[config.mk]
export PLATFORM = sky130hd
export DESIGN_NAME = dma_ctrl
export DESIGN_NICKNAME = d
export VERILOG_FILES = /design/src/rtl/dma_ctrl.sv
export SDC_FILE = /design/constraint.sdc
export NUM_CORES = 1
export LEC_CHECK = 0
export BUFFER_PORTS_ARGS = -buffer_cell sky130_fd_sc_hd__buf_2
export CAP_MARGIN = 10
export CELL_PAD_IN_SITES_DETAIL_PLACEMENT = 1
export CELL_PAD_IN_SITES_GLOBAL_PLACEMENT = 1
export CORE_MARGIN = 2
export CORE_UTILIZATION = 39
export CTS_BUF_LIST = sky130_fd_sc_hd__clkbuf_8 sky130_fd_sc_hd__clkbuf_16
export DETAILED_ROUTE_END_ITERATION = 10
export PLACE_DENSITY_LB_ADDON = 0.1
export SYNTH_ARGS = -nofsm -noshare
export SYNTH_HDL_FRONTEND = slang
export SYNTH_SLANG_ARGS = --single-unit
[constraint.sdc]
create_clock -name clk -period 2.7 [get_ports clk]
set_input_delay 0.135 -clock clk [delete_from_list [all_inputs] [get_ports clk]]
set_output_delay 0.135 -clock clk [all_outputs]
set_load 0.01 [all_outputs]
[src/rtl/dma_ctrl.sv]
// Block-copy DMA controller for the 6502 bus at F200-F207.
// Stalls the CPU via rdy, copies LEN bytes SRC->DST, then leaves the bus idle one cycle for the CPU re-read.
module dma_ctrl (
    input  logic        clk,
    input  logic        reset,
    input  logic        cs,
    input  logic        we,
    input  logic [2:0]  addr,
    input  logic [7:0]  din,
    output logic [7:0]  dout,
    output logic        rdy,
    output logic        irq,
    output logic        dma_own,
    output logic [15:0] dma_ab,
    output logic        dma_we,
    output logic [7:0]  dma_do,
    input  logic [7:0]  dma_di
);
    localparam int unsigned AW = 16;
    localparam int unsigned DW = 8;

    localparam logic [2:0] REG_SRC_L  = 3'd0;
    localparam logic [2:0] REG_SRC_H  = 3'd1;
    localparam logic [2:0] REG_DST_L  = 3'd2;
    localparam logic [2:0] REG_DST_H  = 3'd3;
    localparam logic [2:0] REG_LEN_L  = 3'd4;
    localparam logic [2:0] REG_LEN_H  = 3'd5;
    localparam logic [2:0] REG_CTRL   = 3'd6;
    localparam logic [2:0] REG_STATUS = 3'd7;

    typedef enum logic [1:0] {
        S_IDLE    = 2'd0,
        S_RD      = 2'd1,
        S_WR      = 2'd2,
        S_RESTORE = 2'd3
    } state_t;

    state_t        state, state_n;
    logic [AW-1:0] src, src_n, dst, dst_n, len, len_n;
    logic          ie, ie_n, src_fix, src_fix_n, dst_fix, dst_fix_n, done, done_n;
    logic          reg_wr, start;
    logic          rdy_n, irq_n, own_n, we_n;
    logic [AW-1:0] ab_n;
    logic [DW-1:0] dout_n;

    assign reg_wr = cs & we & (state == S_IDLE);
    assign start  = reg_wr & (addr == REG_CTRL) & din[0];

    // State register
    always_ff @(posedge clk) begin
        if (reset) state <= S_IDLE;
        else       state <= state_n;
    end

    // Next-state logic
    always_comb begin
        state_n = state;
        case (state)
            S_IDLE:    if (start && len != '0) state_n = S_RD;
            S_RD:      state_n = S_WR;
            S_WR:      state_n = (len == AW'(1)) ? S_RESTORE : S_RD;
            S_RESTORE: state_n = S_IDLE;
            default:   state_n = S_IDLE;
        endcase
    end

    // Register file and pointer updates
    always_comb begin
        src_n     = src;
        dst_n     = dst;
        len_n     = len;
        ie_n      = ie;
        src_fix_n = src_fix;
        dst_fix_n = dst_fix;
        done_n    = done;
        if (reg_wr) begin
            case (addr)
                REG_SRC_L: src_n[7:0]  = din;
                REG_SRC_H: src_n[15:8] = din;
                REG_DST_L: dst_n[7:0]  = din;
                REG_DST_H: dst_n[15:8] = din;
                REG_LEN_L: len_n[7:0]  = din;
                REG_LEN_H: len_n[15:8] = din;
                REG_CTRL: begin
                    ie_n      = din[1];
                    dst_fix_n = din[2];
                    src_fix_n = din[3];
                    if (din[7] || din[0]) done_n = 1'b0;
                    // A zero-length start completes immediately
                    if (din[0] && len == '0) done_n = 1'b1;
                end
                default: ;
            endcase
        end
        if (state == S_WR) begin
            src_n = src + {{(AW-1){1'b0}}, ~src_fix};
            dst_n = dst + {{(AW-1){1'b0}}, ~dst_fix};
            len_n = len - AW'(1);
        end
        if (state == S_RESTORE) done_n = 1'b1;
    end

    // Output logic, evaluated on the next state so the outputs can be registered
    always_comb begin
        rdy_n = 1'b1;
        own_n = 1'b0;
        we_n  = 1'b0;
        ab_n  = '0;
        case (state_n)
            S_RD: begin
                rdy_n = 1'b0;
                own_n = 1'b1;
                ab_n  = src_n;
            end
            S_WR: begin
                rdy_n = 1'b0;
                own_n = 1'b1;
                we_n  = 1'b1;
                ab_n  = dst_n;
            end
            S_RESTORE: rdy_n = 1'b0;
            default: ;
        endcase
        irq_n  = done_n & ie_n;
        dout_n = dout;
        if (cs && !we) begin
            case (addr)
                REG_SRC_L:  dout_n = src[7:0];
                REG_SRC_H:  dout_n = src[15:8];
                REG_DST_L:  dout_n = dst[7:0];
                REG_DST_H:  dout_n = dst[15:8];
                REG_LEN_L:  dout_n = len[7:0];
                REG_LEN_H:  dout_n = len[15:8];
                REG_CTRL:   dout_n = {4'b0, src_fix, dst_fix, ie, 1'b0};
                REG_STATUS: dout_n = {(state != S_IDLE), done, 6'b0};
                default:    dout_n = '0;
            endcase
        end
    end

    always_ff @(posedge clk) begin
        if (reset) begin
            src     <= '0;
            dst     <= '0;
            len     <= '0;
            ie      <= 1'b0;
            src_fix <= 1'b0;
            dst_fix <= 1'b0;
            done    <= 1'b0;
            dout    <= '0;
            rdy     <= 1'b1;
            irq     <= 1'b0;
            dma_own <= 1'b0;
            dma_we  <= 1'b0;
            dma_ab  <= '0;
        end else begin
            src     <= src_n;
            dst     <= dst_n;
            len     <= len_n;
            ie      <= ie_n;
            src_fix <= src_fix_n;
            dst_fix <= dst_fix_n;
            done    <= done_n;
            dout    <= dout_n;
            rdy     <= rdy_n;
            irq     <= irq_n;
            dma_own <= own_n;
            dma_we  <= we_n;
            dma_ab  <= ab_n;
        end
    end

    // The byte read in RD arrives on dma_di during WR and is forwarded directly
    assign dma_do = dma_we ? dma_di : '0;

endmodule

==> results_dict.tcl, run 1 <==
set metrics [dict create \
    ys_seq_area_share_pct 35.6 \
    ctsLongestPathBuffers 2 \
    routedWlPerCell_microns 23.9 \
    nets 686 \
    grt_antenna_before_repair 0 \
    power_density_mw_per_mm2 512 \
    grt.total_usage_pct 30.6 \
    drt_first_iter_violations 345 \
    dieArea_sq_mm 0.0127 \
    path_clk_slew_ns 0.06 \
    num_antenna_cells 0 \
    numCtsBuffers 9 \
    drc 0 \
    vias 4982 \
    cp-end-kind "flop" \
    utilization_pct 50.1 \
    power.internal_mw 2.22 \
    grt_overflow_total 0 \
    rsz0062_at_grt "yes" \
    cts-htree-levels 3 \
    final_common_cell "dfxtp_1" \
    grt_pass1_wl_microns 29500 \
    ys_ff_latch 82 \
    violations "negative setup slack" \
    io_pins 59 \
    grt_max_degree 37 \
    power_mw 2.94 \
    crit-reg2reg-launch "len[12]$_SDFFE_PP0P_" \
    drtPass1Iterations 5 \
    min_from "reset" \
    startpoint_type "flop" \
    rows 39 \
    place.gp.congestion 0.901 \
    async_flop_share_pct 0 \
    layout_setup_ws_ns -0.0485 \
    hold_viol_final 0 \
    p_sw_mw 0.721 \
    initial_core_util_pct 40.2 \
    drv_slew 0 \
    mostFrequentLayoutCells "80 x dfxtp_1, 72 x nor2_1, 58 x buf_2, 41 x buf_4, 37 x nand2_1" \
    p_sw_share_pct 24.5 \
    ir_worst_vdd_mv 0.373 \
    path_max_fanout 10 \
    die_width_microns 113 \
    drive_above_1_share_pct 23.1 \
    ys_warn_count 0 \
    skew_ns 0.00488 \
    syn_inst 579 \
    status "finished with violations" \
    cap_violations 0 \
    arrival_ns 3.00 \
    root_buffer "clkbuf_16" \
    p_seq_share_pct 42.7 \
    dp_cells 782 \
    leakage_nw 2.25 \
    critPathKind "reg -> reg" \
    worstPathRequired_ns 2.95 \
    drt_wl_total_microns 19200 \
    clockPowerShare_pct 47.7 \
    synth_ff_type "dfxtp_1" \
    clock_sink_count 82 \
    die_h_microns 113 \
    finalCriticalPeriod_ns 2.75 \
    syn_to_final_growth_pct 24.5 \
    tns_ns -0.0921 \
    viasPerCell 6.21 \
    timing.slew.headroom_pct 56.2 \
    place_ws_ns -0.0571 \
    hpwl_microns 14400 \
    ys_types 64 \
    worstSetupStartpoint "len[12]$_SDFFE_PP0P_" \
    syn_area_sq_mm 0.00461 \
    core_area_sq_mm 0.0115 \
    timing.fmax_ghz 0.364 \
    ant_nets 0 \
    worst_pin_slew_ns 0.656 \
    synth-edff-count 0 \
    syn_nets 611 \
    cts_tree "yes" \
    setup_viol 3 \
    grt_pass1_vias 4958 \
    fin_cells 802 \
    fin_crit_sh_pct 102 \
    syn_area_per_cell_sq_um 7.97 \
    cts_hold_buf 0 \
    io_buffers 58 \
    insertion_delay_ns 0.35 \
    hp-class "in -> reg" \
    p_comb_share_pct 9.7 \
]
-- registers in the layout, summed over array words and instances, names as in the netlist --
register	cells
rdy	1
irq	1
dst_fix	1
src	16
dma_we	1
len	16
ie	1
dma_own	1
src_fix	1
done	1
dout	8
dst	16
state	2
dma_ab	16
-- cell families after synthesis --
group                      after synthesis  share of synthesized area [%]
AOI/OAI and AO/OA                      152                           23.0
xor gates and xnor gates                 5                          0.949
adders and majority gates                9                           2.44
buffers and inverters                   60                           5.42
DFF                                     82                           35.6
muxes                                   20                           4.39
and+or+nand+nor                        251                           28.2
-- synth_stat cells, drive strengths merged (4+ instances only) --
cell type	n	area share (%)
nor2	72	5.9
a22o	5	0.95
a22oi	6	0.98
inv	19	1.5
o21ai	16	1.7
mux2i	18	3.9
or4	5	0.98
a31oi	14	1.9
ha	9	2.4
nand3	30	3.3
or3	11	1.5
o211ai	10	1.6
o22ai	9	1.2
clkbuf	30	2.5
xor2	5	0.95
nand4	12	1.6
nor2b	13	1.8
dfxtp	82	36
nor4	12	1.8
nor3	21	2.6
o221ai	11	2.1
a221oi	7	1.3
nand2	39	3.2
buf	9	1.1
a211oi	6	0.98
a211o	4	0.76
and2	14	1.9
and3	4	0.54
and4	5	0.95
a21oi	33	3.6
-- metal layers --
metal,up-vias,track usage [%],routed length (microns)
li1,2313,-,-
met1,2463,38.4,8050
met2,153,50.9,9400
met3,53,4.87,886
met4,0,16.3,861
met5,-,0,0
-- layout make-up --
class / count / area (sq um)
fillers: 1384 / 5720
clock buffers: 12 / 267
well taps: 143 / 179
inverters: 20 / 75.1
flip-flops and latches: 82 / 1640
repair buffers: 104 / 672
multi-input cells: 437 / 2840
clock inverters: 4 / 72.6
-- power by group through the flow --
stage | sequential (mW) | clock [mW] | combinational (mW)
floorplan | 1.27 | 0 | 0.148
finish | 1.25 | 1.40 | 0.284
detailed placement | 1.28 | 0 | 0.265
global placement | 1.28 | 0 | 0.260
global route | 1.26 | 1.48 | 0.303
CTS | 1.25 | 1.42 | 0.275
-- per-stage QoR --
step,instance area (sq um),hold WS [ns]
finish,5740,0.0596
global placement,5260,0.412
floorplan,4650,0.209
detailed placement,5260,0.416
global route,5740,0.0633
CTS,5640,0.0587
-- final timing paths --
kind                          end  slack (ns)  depth (start not counted)
max          dma_ab[2]$_SDFF_PP0_       -0.05                          9
min reg2reg  dout[6]$_SDFFE_PP0P_        0.45                          2
max reg2reg  dma_ab[2]$_SDFF_PP0_       -0.05                          9
min            dma_own$_SDFF_PP0_        0.06                          2
-- worst max-delay path, stage by stage, from the launching register on --
cell,delay (ns)
dfxtp_2,0.32
or4_4,0.56
or4_4,0.46
nor3_4,0.15
a31oi_2,0.13
ha_1,0.32
nor2b_4,0.17
nand2_1,0.10
buf_6,0.16
o32ai_2,0.27
-- timing repair --
item	4_1_cts	5_1_grt
resized for setup	7	16
setup buffers	2	1
endpoints found under the hold margin	0	0
gates cloned	0	1
pin swaps	1	0
setup endpoints to repair	14	15
Power figures use the tool's default switching activity.
==> run 2, diff against run 1 <==
==> constraint.sdc (replaced) <==
create_clock -name clk -period 2.7 [get_ports clk]
set_input_delay 0.675 -clock clk [delete_from_list [all_inputs] [get_ports clk]]
set_output_delay 0.675 -clock clk [all_outputs]
set_load 0.01 [all_outputs]
==> run 2 against run 1 <==
The run still ends with negative setup slack left. Worst setup slack got worse by 0.036 ns. Sequential share of layout area fell by 0.13 points. Via count rose by 3.2%. Combinational power barely moved. Clock skew rose by 0.0089 ns. First-iteration DRC count rose by 26%. Routed wire length rose by 0.48%. Worst hold slack improved by 0.39 ns. Non-clock buffer count rose by 7. Maximum frequency fell by 1.3%. Sequential cell count did not move. Critical endpoint is now dma_ab[15]$_SDFF_PP0_.
==> results_dict.tcl, run 2 (synthesis results as in run 1) <==
set metrics [dict create \
    routedWlPerCell_microns 23.8 \
    grt_overflow_total 0 \
    p_sw_share_pct 25.5 \
    io_buffers 58 \
    place_ws_ns -0.148 \
    finalCriticalPeriod_ns 2.78 \
    p_sw_mw 0.745 \
    cts-htree-levels 3 \
    cap_violations 0 \
    status "finished with violations" \
    insertion_delay_ns 0.36 \
    io_pins 59 \
    fin_area_sq_mm 0.00577 \
    cts_tree "yes" \
    hp-class "reg -> reg" \
    hold_viol_final 0 \
    viasPerCell 6.35 \
    crit_top_cell "or4_4" \
    p_seq_share_pct 43.0 \
    clock_sink_count 82 \
    cpLargestDelayFamily "simple AND/OR/NAND/NOR gates" \
    core_area_sq_mm 0.0115 \
    power_density_mw_per_mm2 505 \
    place.gp.congestion 0.910 \
    path_clk_slew_ns 0.06 \
    num_antenna_cells 0 \
    ant_nets 0 \
    worst_hold_slack_ns 0.452 \
    crit_path_cell_trace "or4_4 -> or4_4 -> nor3_4 -> a31oi_2 -> ha_1 -> nor2b_4 -> and2_4 -> a21oi_2 -> o211a_1 -> o221ai_2" \
    grt_pass1_wl_microns 29900 \
    syn_to_final_growth_pct 25.1 \
    die_h_microns 113 \
    cpMaxStageDelayCell "or4_4" \
    die_width_microns 113 \
    drv_slew 0 \
    setup_viol 7 \
    timing.fmax_ghz 0.359 \
    critPathKind "reg -> reg" \
    fin_crit_sh_pct 103 \
    startpoint_type "flop" \
    numCtsBuffers 9 \
    arrival_ns 3.02 \
    violations "negative setup slack" \
    drt_first_iter_violations 436 \
    grt_pass1_vias 5000 \
    grt_max_degree 31 \
    regArea_sq_mm 0.00164 \
    grt.total_usage_pct 30.9 \
    leakage_nw 2.29 \
    layout_setup_ws_ns -0.0848 \
    grt_antenna_before_repair 0 \
    drc 0 \
    utilization_pct 50.3 \
    hpwl_microns 14000 \
    dieArea_sq_mm 0.0127 \
    rsz0062_at_grt "yes" \
    ir_worst_vdd_mv 0.349 \
    root_buffer "clkbuf_16" \
    worstPathRequired_ns 2.94 \
    final_common_cell "dfxtp_1" \
    timing.slew.headroom_pct 56.4 \
    initial_core_util_pct 40.2 \
    crit_buf_inv 0 \
    mostFrequentLayoutCells "80 x dfxtp_1, 72 x nor2_1, 58 x buf_2, 48 x buf_4, 38 x nand2_1" \
    multiInputGateArea_sq_mm 0.00283 \
    drive_above_1_share_pct 23.4 \
    drtPass1Iterations 7 \
    dpl_cell_area_sq_mm 0.00532 \
    p_comb_share_pct 9.7 \
    cp-end-kind "flop" \
    drt_wl_total_microns 19300 \
    rows 39 \
    vias 5139 \
    skew_ns 0.0138 \
    path_max_fanout 5 \
    fill_cells 1432 \
    nets 693 \
    power.internal_mw 2.17 \
    max_stage_delay_ns 0.56 \
    ctsLongestPathBuffers 2 \
    clockPowerShare_pct 47.3 \
    worst_pin_slew_ns 0.650 \
]
==> run 2: timing repair <==
item / in CTS / in global routing
gates resized for setup: 5 / 13
setup endpoints to repair: 6 / 16
pin swaps: 6 / 0
buffers inserted: 2 / 3
hold buffers: 0 / 0
==> run 2: cell type report <==
cell class / instances / share of cell area (%)
well taps: 143 / 3.10
repair buffers: 111 / 12.4
flip-flops and latches: 82 / 28.5
inverters: 20 / 1.30
clock inverters: 6 / 1.54
multi-input cells: 437 / 49.0
clock buffers: 10 / 4.14
==> run 2: final timing paths <==
kind	startpoint	endpoint	slack, ns	cells past startpoint
max	len[12]$_SDFFE_PP0P_	dma_ab[15]$_SDFF_PP0_	-0.08	10
min	dout[7]$_SDFFE_PP0P_	dout[7]$_SDFFE_PP0P_	0.45	2
max reg2reg	len[12]$_SDFFE_PP0P_	dma_ab[15]$_SDFF_PP0_	-0.08	10
min reg2reg	dout[7]$_SDFFE_PP0P_	dout[7]$_SDFFE_PP0P_	0.45	2
==> run 2: metrics by stage <==
| step | std cells | power (mW) | setup TNS (ns) |
|---|---|---|---|
| floorplan | 579 | 1.42 | -0.00584 |
| detailed placement | 788 | 1.55 | -0.562 |
| global placement | 788 | 1.54 | -0.133 |
| finish | 809 | 2.92 | -0.427 |
| CTS | 806 | 2.92 | -0.148 |
| global route | 809 | 3.00 | -1.21 |
==> run 2: worst register-to-register path: cells and delay by family (launching register included) <==
family	cells	cell delay, ns
flip-flops	1	0.32
adder cells (fa/ha/maj)	1	0.34
AND/OR/NAND/NOR	5	1.51
AO/OA/AOI/OAI	4	0.49
==> run 2: power groups by stage <==
| stage | Clock, mW | Combinational [mW] | Sequential, mW |
|---|---|---|---|
| 3_3_place_gp | 0 | 0.264 | 1.28 |
| 5_1_grt | 1.44 | 0.303 | 1.26 |
| 6_report | 1.38 | 0.282 | 1.25 |
| 4_1_cts | 1.40 | 0.275 | 1.25 |
| 2_1_floorplan | 0 | 0.149 | 1.27 |
| 3_5_place_dp | 0 | 0.270 | 1.28 |
==> run 2: layer usage <==
| metal | global-route usage (%) | wire (microns) |
|---|---|---|
| met1 | 42.7 | 8710 |
| met3 | 4.28 | 1270 |
| met4 | 12.0 | 569 |
| met5 | 0 | 0 |
| met2 | 49.2 | 8740 |
